`config.mk`:
```
export PLATFORM = sky130hd
export DESIGN_NAME = fluxo_dados_genius_param
export DESIGN_NICKNAME = d
export VERILOG_FILES = /design/src/rtl/fluxo_dados_genius_param_pkg.sv /design/src/rtl/fluxo_dados_genius_param_contador_sat_m.sv /design/src/rtl/fluxo_dados_genius_param.sv
export SDC_FILE = /design/constraint.sdc
export NUM_CORES = 1
export LEC_CHECK = 0
export ABC_AREA = 1
export BUFFER_PORTS_ARGS = -buffer_cell sky130_fd_sc_hd__buf_4
export CORE_ASPECT_RATIO = 1.2
export CORE_UTILIZATION = 30
export DETAILED_ROUTE_END_ITERATION = 8
export GPL_TIMING_DRIVEN = 1
export SYNTH_ARGS = -nofsm -noshare
export SYNTH_HDL_FRONTEND = slang
export SYNTH_SLANG_ARGS = --single-unit
```
`constraint.sdc`:
```
create_clock -name clock -period 1.6 [get_ports clock]
set_input_delay 0.08 -clock clock [delete_from_list [all_inputs] [get_ports clock]]
set_output_delay 0.08 -clock clock [all_outputs]
set_load 0.02 [all_outputs]
```
`src/rtl/fluxo_dados_genius_param_pkg.sv`:
```
// Shared defaults and width helpers for the memory-sequence game datapath.
package fluxo_dados_genius_param_pkg;

    localparam int DEF_N_KEYS    = 4;
    localparam int DEF_ROUNDS    = 16;
    localparam int DEF_TIMEOUT_M = 5000;
    localparam int DEF_SHOW_M    = 2000;

    // Counter/address width for a range of n values, never narrower than one bit.
    function automatic int addr_w(input int n);
        return (n <= 2) ? 1 : $clog2(n);
    endfunction

endpackage

```
`src/rtl/fluxo_dados_genius_param_contador_sat_m.sv`:
```
// Saturating 0..M-1 up-counter with sync clear; fim stays high at M-1 until cleared.
module contador_sat_m
    import fluxo_dados_genius_param_pkg::*;
#(
    parameter int M = 8,
    parameter int W = addr_w(M)
) (
    input  logic         clock,
    input  logic         reset,
    input  logic         zera_s,
    input  logic         conta,
    output logic [W-1:0] Q,
    output logic         fim
);

    localparam logic [W-1:0] LAST = W'(M - 1);

    always_ff @(posedge clock or negedge reset) begin
        if (!reset) begin
            Q <= '0;
        end else if (zera_s) begin
            Q <= '0;
        end else if (conta && (Q != LAST)) begin
            Q <= Q + W'(1);
        end
    end

    assign fim = (Q == LAST);

endmodule

```
`src/rtl/fluxo_dados_genius_param.sv`:
```
// Datapath for the memory-sequence game: sequence memory, round/address counters,
// play register with one-hot check, key edge detector and the two timeout counters.
module fluxo_dados_genius_param
    import fluxo_dados_genius_param_pkg::*;
#(
    parameter int N_KEYS    = DEF_N_KEYS,
    parameter int ROUNDS    = DEF_ROUNDS,
    parameter int TIMEOUT_M = DEF_TIMEOUT_M,
    parameter int SHOW_M    = DEF_SHOW_M,
    parameter int ADDR_W    = addr_w(ROUNDS)
) (
    input  logic              clock,
    input  logic              reset,
    input  logic              zeraR,
    input  logic              registraR,
    input  logic              zeraCR,
    input  logic              contaCR,
    input  logic              zeraCE,
    input  logic              contaCE,
    input  logic              zeraT,
    input  logic              contaT,
    input  logic              zeraTI,
    input  logic              contaTI,
    input  logic              grava,
    input  logic [N_KEYS-1:0] chaves,
    output logic              jogada_correta,
    output logic              jogada_valida,
    output logic              enderecoIgualRodada,
    output logic              fimCE,
    output logic              fimCR,
    output logic              jogada_feita,
    output logic              timeout,
    output logic              timeout_jogada_inicial,
    output logic [N_KEYS-1:0] leds,
    output logic [ADDR_W-1:0] db_rodada,
    output logic [ADDR_W-1:0] db_contagem,
    output logic [N_KEYS-1:0] db_jogada,
    output logic [N_KEYS-1:0] db_memoria,
    output logic              db_tem_jogada
);

    localparam logic [ADDR_W-1:0] LAST_ADDR = ADDR_W'(ROUNDS - 1);

    logic [ADDR_W-1:0] endereco;
    logic [ADDR_W-1:0] rodada;
    logic [ADDR_W-1:0] rd_addr;
    logic [N_KEYS-1:0] jogada;
    logic [N_KEYS-1:0] mem [ROUNDS];
    logic              tem_jogada;
    logic              tem_jogada_q;
    logic [addr_w(TIMEOUT_M)-1:0] t_q;
    logic [addr_w(SHOW_M)-1:0]    ti_q;
    logic              t_fim;
    logic              ti_fim;

    always_ff @(posedge clock or negedge reset) begin
        if (!reset) begin
            endereco     <= '0;
            rodada       <= '0;
            jogada       <= '0;
            tem_jogada_q <= 1'b0;
        end else begin
            tem_jogada_q <= tem_jogada;

            if (zeraCE)
                endereco <= '0;
            else if (contaCE)
                endereco <= (endereco == LAST_ADDR) ? '0 : endereco + ADDR_W'(1);

            // Round count saturates: the FSM may pulse contaCR past the last round.
            if (zeraCR)
                rodada <= '0;
            else if (contaCR && (rodada != LAST_ADDR))
                rodada <= rodada + ADDR_W'(1);

            if (zeraR)
                jogada <= '0;
            else if (registraR)
                jogada <= chaves;
        end
    end

    // Sequence memory has no reset so the recorded sequence survives a game restart.
    always_ff @(posedge clock) begin
        if (grava)
            mem[rodada] <= chaves;
    end

    assign rd_addr    = grava ? rodada : endereco;
    assign db_memoria = mem[rd_addr];

    assign tem_jogada    = |chaves;
    assign db_tem_jogada = tem_jogada;
    assign jogada_feita  = tem_jogada & ~tem_jogada_q;

    assign jogada_correta = (db_memoria == jogada);
    // Exactly one bit set: nonzero and clearing the lowest set bit leaves nothing.
    assign jogada_valida  = (jogada != '0) && ((jogada & (jogada - N_KEYS'(1))) == '0);

    assign enderecoIgualRodada = (endereco == rodada);
    assign fimCE               = (endereco == LAST_ADDR);
    assign fimCR               = (rodada == LAST_ADDR);

    assign leds = (contaTI && reset) ? db_memoria : '0;

    assign db_rodada   = rodada;
    assign db_contagem = endereco;
    assign db_jogada   = jogada;

    contador_sat_m #(.M(TIMEOUT_M)) u_timer_jogada (
        .clock  (clock),
        .reset  (reset),
        .zera_s (zeraT),
        .conta  (contaT),
        .Q      (t_q),
        .fim    (t_fim)
    );

    contador_sat_m #(.M(SHOW_M)) u_timer_inicial (
        .clock  (clock),
        .reset  (reset),
        .zera_s (zeraTI),
        .conta  (contaTI),
        .Q      (ti_q),
        .fim    (ti_fim)
    );

    // Level flags come from the counters' own terminal compare.
    assign timeout                = t_fim  && (t_q  == t_q);
    assign timeout_jogada_inicial = ti_fim && (ti_q == ti_q);

endmodule

```
==> results.sh <==
export IMPL_crit_top_cell="nand2_1"
export IMPL_yosysMostFrequentCell="nand2_1"
export IMPL_critPathKind="register to primary output"
export IMPL_dpl_instance_area_mm2=0.005989
export IMPL_hold_viol_final=0
export IMPL_critPathMaxFanout=8
export IMPL_design_area_mm2=0.007313
export IMPL_clk_pin_slew_ns=0.07
export IMPL_worstPathCellList="nand2_4 -> nand2_8 -> clkbuf_16 -> nand2_1 -> nand3_1 -> nand3_2 -> nand3_2 -> nand2_2 -> nand2_1 -> nand2_1 -> nand2_2 -> nor2_4 -> buf_6"
export IMPL_rsz0062_at_grt="true"
export IMPL_setup_ws_ns=-0.5383
export IMPL_nets=691
export IMPL_synth_area_leaders="edfxtp_1 (39%), dfrtp_1 (19%), nand2_1 (11%)"
export IMPL_synth_common_cells="nand2_1 (142), nand3_1 (85), edfxtp_1 (64)"
export IMPL_worst_path_largest_cell_delay_ns=0.44
export IMPL_final_setup_viol_count=13
export IMPL_htreeDepth=3
export IMPL_dp_hpwl_um=9044
export IMPL_max_clock_freq_ghz=0.4677
export IMPL_ys_warnings_count=0
export IMPL_synth_cell_type_count=32
export IMPL_netlist_area_leader_share_pct=39.35
export IMPL_status="finished with violations"
export IMPL_wirelength_um=14040
export IMPL_drt_iter0_markers=291
export IMPL_syn_avg_cell_area_um2=9.094
export IMPL_grt_overflow=0
export IMPL_p_per_area_mw_per_mm2=892.9
export IMPL_core_mm2=0.01577
export IMPL_maxSlewViolCount=0
export IMPL_clock_latency_ns=0.36
export IMPL_critical_path_required_ns=1.52
export IMPL_die_area_mm2=0.01679
export IMPL_end_kind="primary output"
export IMPL_grt_max_degree=38
export IMPL_synthArstFlopShare_pct=36.63
export IMPL_yosysSeqAreaShare_pct=58.31
export IMPL_routed_via_density=4.955
export IMPL_wl_per_cell_um=15.96
export IMPL_critPathArrivalTime_ns=2.06
export IMPL_ys_flop_type="edfxtp_1"
export IMPL_power_leakage_uw=0.003004
export IMPL_drc_errors=0
export IMPL_synth_edf_count=64
export IMPL_slowest_stage="dfrtp_2"
export IMPL_drive_gt1_share_pct=43.45
export IMPL_syn_inst=537
export IMPL_ir_drop_uv=523.9
export IMPL_row_count=50
export IMPL_grt_pass1_wl_um=20760
export IMPL_gp_congestion=0.8495
export IMPL_maxCapViolations=0
export IMPL_area_growth_pct=49.76
export IMPL_ant_nets=0
export IMPL_tightest_slew_ns=0.5229
export IMPL_syn_nets=561
export IMPL_clk_path_buf_depth=2
export IMPL_whs_ns=0.01178
export IMPL_cts_tree="built"
export IMPL_worstHoldPathType="primary input to register"
export IMPL_syn_area_mm2=0.004883
export IMPL_fin_crit_sh_pct=133.6
export IMPL_dieWidth_um=118.5
export IMPL_dr_pass1_iters=5
export IMPL_synth_seq_cells=101
export IMPL_grt_pass1_vias=4221
export IMPL_vias=4360
export IMPL_cts_num_sinks=101
export IMPL_antenna_found_initial=0
export IMPL_violations="setup timing"
export IMPL_grtUsageTotal_pct=16.11
export IMPL_synth_top_area_cell="edfxtp_1"
export IMPL_place_ws_ns=-0.1661
export IMPL_period_minus_slack_ns=2.138
export IMPL_fp_dieH_um=141.8
export IMPL_slew_headroom_pct=65.10
export IMPL_numCtsBuffers=9
export IMPL_num_antenna_cells=0
export IMPL_fin_skew_ns=0.006162
export IMPL_startpoint_type="register"
export IMPL_initial_utilization_pct=30.98
export IMPL_cts_root_buf="clkbuf_16"
export IMPL_pin_count=46
export IMPL_port_buffers=45
-- layer usage --
layer	vias to the layer above	global-route usage, %	share of wire [%]
met5	-	0	0
met4	0	6.262	2.7
met3	27	3.215	5.6
met2	148	28.27	52
met1	2115	19.44	39
li1	2070	-	-
-- state kept, by name (all words and copies together), names as in the netlist --
register           count
u_timer_inicial.Q     11
db_jogada              4
db_contagem            4
db_rodada              4
u_timer_jogada.Q      13
tem_jogada_q           1
mem                   64
-- cells in the final DEF (no fill, tap or decap), types with 4 or more instances in the layout --
cell | netlist | layout
o22ai_1 | 5 | 5
o21ai_1 | 1 | 8
edfxtp_1 | 64 | 64
nor3_1 | 11 | 8
clkbuf_16 | 0 | 13
nand4_1 | 8 | 8
o21ai_0 | 20 | 6
nand3_2 | 0 | 44
buf_12 | 0 | 6
buf_6 | 2 | 24
nand3_1 | 85 | 41
a21oi_1 | 10 | 6
inv_2 | 1 | 15
buf_4 | 3 | 92
xor2_1 | 7 | 6
nand2_4 | 1 | 9
dfrtp_1 | 37 | 32
nor2_1 | 50 | 33
o21ai_2 | 3 | 7
nand2_2 | 3 | 30
inv_1 | 56 | 41
dlygate4sd3_1 | 0 | 4
nor2_4 | 0 | 11
dfrtp_2 | 0 | 5
nor2_2 | 0 | 6
nand2_1 | 142 | 105
ha_1 | 7 | 4
-- per-stage QoR --
step | setup TNS (ns) | std cells | util (%) | power (uW)
finish | -3.975 | 880 | 46.39 | 6530
global route | -6.686 | 880 | 46.39 | 6752
CTS | -3.822 | 866 | 41.79 | 6326
detailed placement | -2.037 | 839 | 37.99 | 3781
global placement | -0.9882 | 839 | 37.99 | 3766
floorplan | -0.04478 | 537 | - | 3363
-- worst max-delay path, delay by kind of cell (launching register included) --
family	cells	cell delay [ns]
buf+inv	2	0.30
simple gates	11	0.96
flops	1	0.44
-- power breakdown --
group	internal [uW]	total [uW]	switching [uW]
combinational	511	1180	665
clock	1530	2500	961
sequential	2830	2860	33.3
total	4870	6530	1660
-- path summary, 6_finish.rpt --
check                                                 start                          endpoint  slack, ns  cells after the start
setup / recovery                   db_rodada[0]$_DFFE_PN0P_                    jogada_correta      -0.54                     13
hold / removal                                      contaCE        db_contagem[1]$_DFFE_PN0P_       0.01                      3
setup reg to reg           u_timer_inicial.Q[1]$_DFFE_PN0P_  u_timer_inicial.Q[9]$_DFFE_PN0P_      -0.08                     11
hold reg to reg            u_timer_inicial.Q[2]$_DFFE_PN0P_  u_timer_inicial.Q[2]$_DFFE_PN0P_       0.49                      1
max in group asynchronous                             reset        db_contagem[0]$_DFFE_PN0P_       0.88                      3
min in group asynchronous                             reset  u_timer_inicial.Q[6]$_DFFE_PN0P_       0.35                      3
-- layout make-up --
cell class              instances  area, um^2
multi-input cells             368        2426
inverters                      57       216.5
clock inverters                 4       98.84
flip-flops and latches        101        2854
repair buffers                130        1221
clock buffers                  12       236.5
well taps                     208       260.3
fillers                      1474        8452
-- timing repair --
| action | in CTS | in global routing |
|---|---|---|
| hold endpoints to repair | 45 | 0 |
| setup buffers | 10 | 9 |
| pin swaps | 9 | 47 |
| hold buffers | 4 | 0 |
| endpoints found under the setup margin | 27 | 65 |
| gates cloned | 0 | 6 |
| gates resized for setup | 51 | 144 |
-- cell families (layout without fill, tap and decap cells) --
kind of cell | Yosys count | after routing | synth area share [%]
adders and majority gates | 7 | 7 | 1.793
buffers and inverters | 68 | 203 | 5.841
and+or+nand+nor | 304 | 304 | 26.75
AOI/OAI and AO/OA | 49 | 49 | 5.868
DFF | 101 | 101 | 58.31
xor gates and xnor gates | 8 | 8 | 1.435
Note: power is estimated with default switching activity, not from simulation.
